--- src/rtl/lsu_pkg.sv ---
// Shared types for the load/store unit store buffer: size codes, buffered
// store entry, control FSM states and byte-span helpers.
package lsu_pkg;

    localparam logic [2:0] WHB_B  = 3'd0;
    localparam logic [2:0] WHB_H  = 3'd1;
    localparam logic [2:0] WHB_W  = 3'd2;
    localparam logic [2:0] WHB_BU = 3'd3;
    localparam logic [2:0] WHB_HU = 3'd4;

    typedef struct packed {
        logic [31:0] addr;
        logic [2:0]  whb;
        logic [31:0] wdata;
    } sb_entry_t;

    typedef enum logic {
        IDLE    = 1'b0,
        LD_HOLD = 1'b1
    } lsu_state_t;

    function automatic logic [2:0] span_len(input logic [2:0] whb);
        case (whb)
            WHB_H, WHB_HU: span_len = 3'd2;
            WHB_W:         span_len = 3'd4;
            default:       span_len = 3'd1;
        endcase
    endfunction

    // Inclusive byte ranges compared in 33 bits so a span ending past 0xFFFFFFFF never wraps.
    function automatic logic spans_overlap(input logic [31:0] a0, input logic [2:0] w0,
                                           input logic [31:0] a1, input logic [2:0] w1);
        logic [32:0] lo0, hi0, lo1, hi1;
        lo0 = {1'b0, a0};
        hi0 = lo0 + {30'd0, span_len(w0)} - 33'd1;
        lo1 = {1'b0, a1};
        hi1 = lo1 + {30'd0, span_len(w1)} - 33'd1;
        return (lo0 <= hi1) && (lo1 <= hi0);
    endfunction

endpackage

--- src/rtl/sbuf_fifo.sv ---
// Store-buffer FIFO: circular storage with per-slot valid bits so the
// top level can check every buffered store against an incoming load.
module sbuf_fifo
    import lsu_pkg::*;
#(
    parameter int DEPTH = 4
) (
    input  logic                        clk,
    input  logic                        rst_n,
    input  logic                        push,
    input  sb_entry_t                   push_entry,
    input  logic                        pop,
    output sb_entry_t                   head,
    output logic                        full,
    output logic                        empty,
    output sb_entry_t [DEPTH-1:0]       entries,
    output logic      [DEPTH-1:0]       entry_vld
);

    localparam int PW = $clog2(DEPTH);
    localparam logic [PW:0] FULL_CNT = (PW+1)'(DEPTH);

    logic [PW-1:0]         wr_ptr;
    logic [PW-1:0]         rd_ptr;
    logic [PW:0]           cnt;
    logic [DEPTH-1:0]      vld;
    sb_entry_t [DEPTH-1:0] mem;

    always_ff @(posedge clk or negedge rst_n) begin
        if (!rst_n) begin
            wr_ptr <= '0;
            rd_ptr <= '0;
            cnt    <= '0;
            vld    <= '0;
        end else begin
            if (push) begin
                wr_ptr      <= wr_ptr + PW'(1);
                vld[wr_ptr] <= 1'b1;
            end
            if (pop) begin
                rd_ptr      <= rd_ptr + PW'(1);
                vld[rd_ptr] <= 1'b0;
            end
            case ({push, pop})
                2'b10:   cnt <= cnt + (PW+1)'(1);
                2'b01:   cnt <= cnt - (PW+1)'(1);
                default: cnt <= cnt;
            endcase
        end
    end

    // Payload carries no reset; the valid bits alone say which slots mean anything.
    always_ff @(posedge clk) begin
        if (push) mem[wr_ptr] <= push_entry;
    end

    assign head      = mem[rd_ptr];
    assign full      = (cnt == FULL_CNT);
    assign empty     = (cnt == '0);
    assign entries   = mem;
    assign entry_vld = vld;

endmodule

--- src/rtl/lsu_sbuf.sv ---
// Load/store unit front end: stores are posted into a small FIFO and drained
// to data memory when the port is free; loads wait out any overlapping store.
module lsu_sbuf
    import lsu_pkg::*;
#(
    parameter int DEPTH = 4
) (
    input  logic        clk,
    input  logic        rst_n,
    input  logic        req_valid,
    output logic        req_ready,
    input  logic        req_we,
    input  logic [2:0]  req_whb,
    input  logic [31:0] req_addr,
    input  logic [31:0] req_wdata,
    output logic        req_err,
    output logic        rsp_valid,
    output logic [31:0] rsp_data,
    input  logic        flush,
    output logic        sb_empty,
    output logic [31:0] mem_addr,
    output logic        mem_we,
    output logic [2:0]  mem_whb,
    output logic [31:0] mem_wdata,
    input  logic [31:0] mem_rdata
);

    lsu_state_t            state;
    logic [31:0]           ld_addr;
    logic [2:0]            ld_whb;
    sb_entry_t             head;
    sb_entry_t [DEPTH-1:0] entries;
    logic [DEPTH-1:0]      entry_vld;
    logic                  full;
    logic                  empty;
    logic                  illegal;
    logic                  overlap;
    logic                  store_acc;
    logic                  load_acc;
    logic                  drain;

    sbuf_fifo #(.DEPTH(DEPTH)) u_fifo (
        .clk        (clk),
        .rst_n      (rst_n),
        .push       (store_acc),
        .push_entry ('{addr: req_addr, whb: req_whb, wdata: req_wdata}),
        .pop        (drain),
        .head       (head),
        .full       (full),
        .empty      (empty),
        .entries    (entries),
        .entry_vld  (entry_vld)
    );

    always_comb begin
        overlap = 1'b0;
        for (int i = 0; i < DEPTH; i++) begin
            if (entry_vld[i] && spans_overlap(entries[i].addr, entries[i].whb, req_addr, req_whb))
                overlap = 1'b1;
        end
    end

    assign illegal = (req_whb > WHB_HU) || (req_we && (req_whb > WHB_W));

    // Illegal requests are swallowed whenever flush allows; a full buffer hands the port to the drain.
    always_comb begin
        if (illegal)
            req_ready = !flush;
        else if (req_we)
            req_ready = !full && !flush;
        else
            req_ready = (state == IDLE) && !flush && !full && !overlap;
    end

    assign store_acc = req_valid && req_ready && req_we && !illegal;
    assign load_acc  = req_valid && req_ready && !req_we && !illegal;
    assign drain     = (state == IDLE) && !empty && !load_acc;

    always_comb begin
        mem_we    = 1'b0;
        mem_addr  = '0;
        mem_whb   = '0;
        mem_wdata = '0;
        if (load_acc) begin
            mem_addr = req_addr;
            mem_whb  = req_whb;
        end else if (state == LD_HOLD) begin
            mem_addr = ld_addr;
            mem_whb  = ld_whb;
        end else if (drain) begin
            mem_we    = 1'b1;
            mem_addr  = head.addr;
            mem_whb   = head.whb;
            mem_wdata = head.wdata;
        end
    end

    always_ff @(posedge clk or negedge rst_n) begin
        if (!rst_n) begin
            state     <= IDLE;
            rsp_valid <= 1'b0;
            req_err   <= 1'b0;
        end else begin
            req_err   <= req_valid && req_ready && illegal;
            rsp_valid <= load_acc;
            case (state)
                IDLE:    if (load_acc) state <= LD_HOLD;
                LD_HOLD: state <= IDLE;
                default: state <= IDLE;
            endcase
        end
    end

    always_ff @(posedge clk) begin
        if (load_acc) begin
            ld_addr <= req_addr;
            ld_whb  <= req_whb;
        end
    end

    assign rsp_data = rsp_valid ? mem_rdata : '0;
    assign sb_empty = empty;

endmodule

--- config.mk ---
export PLATFORM = sky130hd
export DESIGN_NAME = lsu_sbuf
export DESIGN_NICKNAME = d
export VERILOG_FILES = /design/src/rtl/lsu_pkg.sv /design/src/rtl/sbuf_fifo.sv /design/src/rtl/lsu_sbuf.sv
export SDC_FILE = /design/constraint.sdc
export NUM_CORES = 1
export LEC_CHECK = 0
export CAP_MARGIN = 20
export CORE_ASPECT_RATIO = 1.25
export CORE_MARGIN = 5
export CORE_UTILIZATION = 55
export CTS_CLUSTER_DIAMETER = 60
export DETAILED_ROUTE_END_ITERATION = 16
export GPL_TIMING_DRIVEN = 0
export PLACE_DENSITY_LB_ADDON = 0.1
export SYNTH_ARGS = -nofsm -noshare
export SYNTH_HDL_FRONTEND = slang
export SYNTH_SLANG_ARGS = --single-unit
export TNS_END_PERCENT = 30
--- constraint.sdc ---
create_clock -name clk -period 16.45 [get_ports clk]
set_clock_uncertainty 0.15 [all_clocks]
set_input_delay 3.29 -clock clk [delete_from_list [all_inputs] [get_ports clk]]
set_output_delay 3.29 -clock clk [all_outputs]
set_load 0.03 [all_outputs]
==> results of run 1 <==
## per-layer routing
| metal | vias up | GRT usage |
|---|---|---|
| li1 | 10280 | - |
| met1 | 10680 | 0.3716 |
| met2 | 687 | 0.5228 |
| met3 | 195 | 0.04934 |
| met4 | 2 | 0.1367 |
| met5 | - | 0 |
## layout make-up
class / count / area share
multi-input cells: 1959 / 0.5208
clock buffers: 44 / 0.03115
plain buffers: 45 / 0.008127
repair buffers: 214 / 0.07079
flip-flops and latches: 317 / 0.3024
well taps: 644 / 0.02578
inverters: 260 / 0.03123
clock inverters: 25 / 0.009809
## placed cells by master, fill, tap and decap left out, types with 35 or more instances in the layout
| master | instances |
|---|---|
| mux2i_1 | 35 |
| xnor2_1 | 70 |
| edfxtp_1 | 303 |
| and2_1 | 38 |
| clkdlybuf4s50_1 | 207 |
| nand4_1 | 55 |
| nor2_1 | 113 |
| inv_1 | 260 |
| a21oi_1 | 207 |
| clkbuf_1 | 38 |
| xor2_1 | 76 |
| nand2_1 | 108 |
| nand3_1 | 47 |
| a21o_1 | 113 |
| ha_1 | 427 |
| nor3_1 | 46 |
| mux4_2 | 67 |
| o21ai_0 | 120 |
| nand2b_1 | 36 |
| clkbuf_16 | 38 |
## per-stage QoR
stage          instances  total power [mW]  worst slack [ps]    util
3_3_place_gp        3432             2.448             397.2  0.6157
5_1_grt             3508             3.504             6.504  0.6454
3_5_place_dp        3439             2.476             282.4  0.6188
4_1_cts             3508             3.358             246.5  0.6453
6_report            3508             3.344             208.6  0.6454
2_1_floorplan       2581             1.929              3166       -
## critical path, delay by kind of cell
family / cells / cell delay, ps
AO/OA/AOI/OAI: 12 / 2830
adder cells (fa/ha/maj): 4 / 1060
buffers and inverters: 5 / 1990
AND/OR/NAND/NOR: 9 / 3630
## repair_timing
action | CTS | global route
resized for setup | 0 | 2
hold endpoints to repair | 0 | 0
endpoints found under the setup margin | 0 | 7
## where the power goes
group          internal [mW]  leakage, nW  switching (mW)
clock network          0.523        0.620           0.355
logic                  0.641         9.78           0.881
registers              0.919         2.91          0.0240
## flip-flops by register name, indices dropped and copies added, names as in the netlist
| name | flops |
|---|---|
| u_fifo.entry_vld | 4 |
| u_fifo.rd_ptr | 2 |
| rsp_valid | 1 |
| u_fifo.cnt | 3 |
| ld_whb | 3 |
| ld_addr | 32 |
| req_err | 1 |
| u_fifo.wr_ptr | 2 |
| u_fifo.entries | 268 |
| state | 1 |
## kinds of logic (layout without fill, tap and decap cells)
family                     count (synthesis)  after routing  share of synthesized area
and+or+nand+nor                          581            581                     0.1133
DFF                                      317            317                     0.3508
xor gates and xnor gates                 149            149                    0.04998
adders and majority gates                434            434                     0.2032
AOI/OAI and AO/OA                        690            690                     0.1667
buffers and inverters                    305            588                    0.04566
muxes                                    105            105                    0.07028
## path summary, 6_finish.rpt
check                                              start                             to  slack [ps]
max reg2reg                u_fifo.entries[101]$_DFFE_PP_      u_fifo.cnt[2]$_DFFE_PN0P_        6950
max                                           req_whb[1]                  mem_wdata[29]         210
min reg2reg                    u_fifo.cnt[0]$_DFFE_PN0P_      u_fifo.cnt[0]$_DFFE_PN0P_         360
max in group asynchronous                          rst_n  u_fifo.entry_vld[1]$_DFF_PN0_       12680
min in group asynchronous                          rst_n              req_err$_DFF_PN0_        3010
min                            u_fifo.cnt[0]$_DFFE_PN0P_      u_fifo.cnt[0]$_DFFE_PN0P_         360
==> impl_metrics.csv, run 1 <==
group,metric,value,unit
clock_network,cts_buffer_depth,3,
critical_path,crit_path_max_fanout,45,
floorplanning,die_h,257.4,um
logic_synthesis,ys_ff_latch,317,
clock_network,clock-sinks,317,
clock_network,ctsHoldBuffers,0,
sta,fin_crit_sh,0.9873,
logic_synthesis,synth_cell_type_count,78,
sta,setup_viol,0,
logic_synthesis,syn_avg_cell_area,10.44,um^2
clock_network,cts-root-buf,"clkbuf_16",
floorplanning,initial_utilization,0.5563,
floorplanning,core,0.04842,mm^2
route,vias,21840,
logic_synthesis,ys_warn_count,0,
floorplanning,die_w,207.9,um
route,wl_met3,4883,um
finish,num-nets-final,3372,
sta,hold_viol_final,0,
power,power_per_cell_area,107.0,mW/mm^2
route,wl_met2,40300,um
route,met1_length,33270,um
sta,worst_hold_slack,363.0,ps
floorplanning,rows,90,
status,outcome,"finished clean",
clock_network,cts_tree,"done",
global_route,antenna_found_initial,1,
worst_hold_path,worstHoldPathCells,1,
logic_synthesis,synth_most_common_cell,"ha_1",
finish,multi_input_area,0.01627,mm^2
logic_synthesis,synth-edff-count,303,
finish,fillers,3839,
logic_synthesis,ys.flop_type,"edfxtp_1",
clock_network,clk_latency,570,ps
sta,fin_crit,16240,ps
clock_network,ctsHtreeMaxLevel,2,
route,top_layer,"met5",
critical_path,startpoint_type,"input port",
power,vdd_drop_max,129.7,uV
logic_synthesis,syn_inst,2581,
clock_network,clk_pin_slew_worst_paths,60,ps
critical_path,crit_type,"input port to primary output",
finish,postLayoutCellArea,0.03125,mm^2
floorplanning,dieArea,0.05353,mm^2
logic_synthesis,synth_area_leaders,"edfxtp_1 (34%), ha_1 (20%), mux4_2 (5.6%)",
global_route,grt_pass1_wl,126400,um
global_route,grt_max_degree,46,
sta,slew_viol_final,0,
critical_path,rr_worst_depth,34,
power,leakage,13.30,nW
route,wl_per_cell,23.60,um
sta,worstMarginPinSlew,1129,ps
critical_path,cp_common_cell,"ha_1",
logic_synthesis,syn-cell-area,0.02693,mm^2
placement,globalplace.congestion,1.001,
logic_synthesis,yosysTopAreaCellShare,0.3378,
finish,antenna_cells,0,
finish,regArea,0.009449,mm^2
sta,fin_setup_tns,0,ps
finish,drive_above_1_share,0.06041,
logic_synthesis,yosysSeqAreaShare,0.3508,
clock_network,post_cts_buffers,0,
logic_synthesis,async_flop_share,0.04416,
sta,slew_headroom,0.2458,
floorplanning,ios,208,
logic_synthesis,syn-num-nets,3118,
critical_path,slowest_stage,"nor3b_1",
route,vias_per_cell,6.226,
placement,placed_area,0.02997,mm^2
route,drt_iter0_drc,1622,
placement,dp_hpwl,65680,um
logic_synthesis,ys_top_cells_by_count,"ha_1 (427), edfxtp_1 (303), inv_1 (260)",
placement,portBuffers,207,
worst_hold_path,min_path_type,"register to register",
critical_path,cp_data_required_time,13010,ps
global_route,grtUsageTotal,0.3020,
finish,syn2layout_area_growth,16.03,%
critical_path,cp_slowest_stage_delay,770,ps
sta,fmax,61.57,MHz
flow_run,maxCapViolCount,0,
route,postRouteAntennaNets,0,
critical_path,end_kind,"primary output",
route,dr.pass1.iters,5,
sta,rsz0062_at_grt,"false",
route,wirelength,82800,um
clock_network,cts_buffers,38,
critical_path,cp.arrival,12800,ps
global_route,grt-ovfl-total,0,
logic_synthesis,yosysTopAreaCell,"edfxtp_1",
route,drc,0,
global_route,grt_pass1_vias,22010,
(Power assumes the default switching activity.)
==> run 2, diff against run 1 <==
CAP_MARGIN = not set   (was 20)
==> impl_metrics.csv, run 2 (same netlist as run 1, synthesis figures left out) <==
group,metric,value,unit
critical_path,crit_type,"input port to primary output",
power,comb_power_share,0.456,
finish,final_common_cell,"ha_1",
finish,drive_above_1_share,0.06003,
clock_network,cts_buffer_depth,3,
critical_path,crit_path_max_fanout,45,
power,vdd_drop_max,106.7,uV
floorplanning,rows,90,
clock_network,clk_latency,570,ps
floorplanning,core,0.04842,mm^2
floorplanning,ios,208,
floorplanning,die_w,207.9,um
floorplanning,die_h,257.4,um
global_route,grt_pass1_wl,125600,um
sta,hold_viol_final,0,
critical_path,cp_data_required_time,13010,ps
power,p_clk_frac,0.261,
clock_network,clock-sinks,317,
power,p_int,2.070,mW
critical_path,critPathBufInv,5,
clock_network,clk_pin_slew_worst_paths,60,ps
route,postRouteAntennaNets,0,
power,swShare,0.3790,
placement,globalplace.congestion,1.001,
critical_path,cp.arrival,12780,ps
route,dr.pass1.iters,6,
sta,worst_hold_slack,363.4,ps
finish,num-nets-final,3371,
sta,fin_setup_tns,0,ps
clock_network,cts_tree,"done",
critical_path,end_kind,"primary output",
critical_path,startpoint_type,"input port",
route,drc,0,
global_route,grt_pass1_vias,21910,
global_route,antenna_found_initial,0,
finish,syn2layout_area_growth,15.99,%
clock_network,post_cts_buffers,0,
worst_hold_path,min_path_type,"register to register",
clock_network,cts_buffers,39,
placement,dp_hpwl,65610,um
sta,slew_headroom,0.1766,
critical_path,slowest_stage,"nor3b_1",
global_route,grt-ovfl-total,0,
finish,final_core_util,0.6452,
finish,largest_reg_flops,268,
placement,placed_area,0.02995,mm^2
power,seqPwrFrac,0.283,
power,total_power,3.334,mW
route,wirelength,83110,um
power,leakage,13.29,nW
route,vias_per_cell,6.254,
sta,setup_viol,0,
finish,multi_input_area,0.01627,mm^2
sta,fin_crit,16220,ps
placement,placed_cells,3437,
sta,slew_viol_final,0,
power,power_per_cell_area,106.7,mW/mm^2
placement,place_ws,281.9,ps
route,wl_per_cell,23.68,um
finish,postLayoutCellArea,0.03124,mm^2
route,drt_iter0_drc,1630,
critical_path,cp_common_cell,"ha_1",
power,p_sw,1.264,mW
sta,fin_crit_sh,0.9863,
floorplanning,initial_utilization,0.5563,
critical_path,path_delay_family,"simple AND/OR/NAND/NOR gates",
flow_run,maxCapViolCount,0,
route,vias,21940,
status,outcome,"finished clean",
clock_network,cts-root-buf,"clkbuf_16",
sta,fmax,61.64,MHz
sta,setup_ws,226.1,ps
sta,worstMarginPinSlew,1224,ps
placement,portBuffers,207,
floorplanning,dieArea,0.05353,mm^2
finish,regArea,0.009449,mm^2
global_route,grtUsageTotal,0.3000,
global_route,grt_max_degree,46,
critical_path,cp_slowest_stage_delay,790,ps
finish,antenna_cells,0,
finish,fillers,3906,
clock_network,ctsHtreeMaxLevel,2,
finish,stdcell_count,3509,
sta,rsz0062_at_grt,"false",
finish,mostFrequentLayoutCells,"ha_1 (427), edfxtp_1 (303), inv_1 (260)",
-- run 2: changes by cell type in the layout (fill, tap and decap cells not counted), sizes merged --
cell      delta
clkinvlp     +1
clkinv       +2
clkbuf       +3
inv          -1
buf          -2
bufinv       -2
-- run 2: layer usage --
layer / vias to the layer above / part of all wire / track usage / routed length [um]
li1: 10290 / - / - / -
met1: 10700 / 0.40 / 0.3730 / 33190
met2: 773 / 0.49 / 0.5229 / 40550
met3: 178 / 0.062 / 0.03996 / 5122
met4: 0 / 0.051 / 0.1332 / 4242
met5: - / 0 / 0 / 0
-- run 2: power groups by stage --
stage,Sequential [mW],Combinational [mW],Clock [mW]
after floorplan,0.951,0.978,0
after global placement,0.960,1.49,0
after detailed placement,0.959,1.51,0
after CTS,0.943,1.52,0.883
after global routing,0.945,1.63,0.916
final,0.943,1.52,0.872
-- run 2: final cells by class --
type | count | share of cell area
Buffer | 45 | 0.008130
Multi-Input combinational cell | 1959 | 0.5209
Clock buffer | 47 | 0.03288
Timing Repair Buffer | 212 | 0.07017
Tap cell | 644 | 0.02579
Clock inverter | 25 | 0.008410
Inverter | 260 | 0.03124
Sequential cell | 317 | 0.3025
-- run 2: what timing repair did --
action                                  CTS  global route
hold buffers                              0             0
resized for setup                         0             2
endpoints found under the setup margin    0             7
-- run 2: worst paths after layout --
kind	from	endpoint	slack, ps	depth (start not counted)
worst max-delay path	req_whb[1]	mem_wdata[29]	230	30
worst min-delay path	u_fifo.cnt[0]$_DFFE_PN0P_	u_fifo.cnt[0]$_DFFE_PN0P_	360	1
worst max register to register	u_fifo.entries[101]$_DFFE_PP_	u_fifo.cnt[2]$_DFFE_PN0P_	7000	34
worst min register to register	u_fifo.cnt[0]$_DFFE_PN0P_	u_fifo.cnt[0]$_DFFE_PN0P_	360	1
max in group asynchronous	rst_n	u_fifo.entry_vld[2]$_DFF_PN0_	12680	1
min in group asynchronous	rst_n	rsp_valid$_DFF_PN0_	3000	1
==> run 3, diff against run 2 <==
ABC_CLOCK_PERIOD_IN_PS = 16450   (was not set)
==> results of run 3 <==
Same layout as run 2: the final DEF is identical, and so are final timing and power.
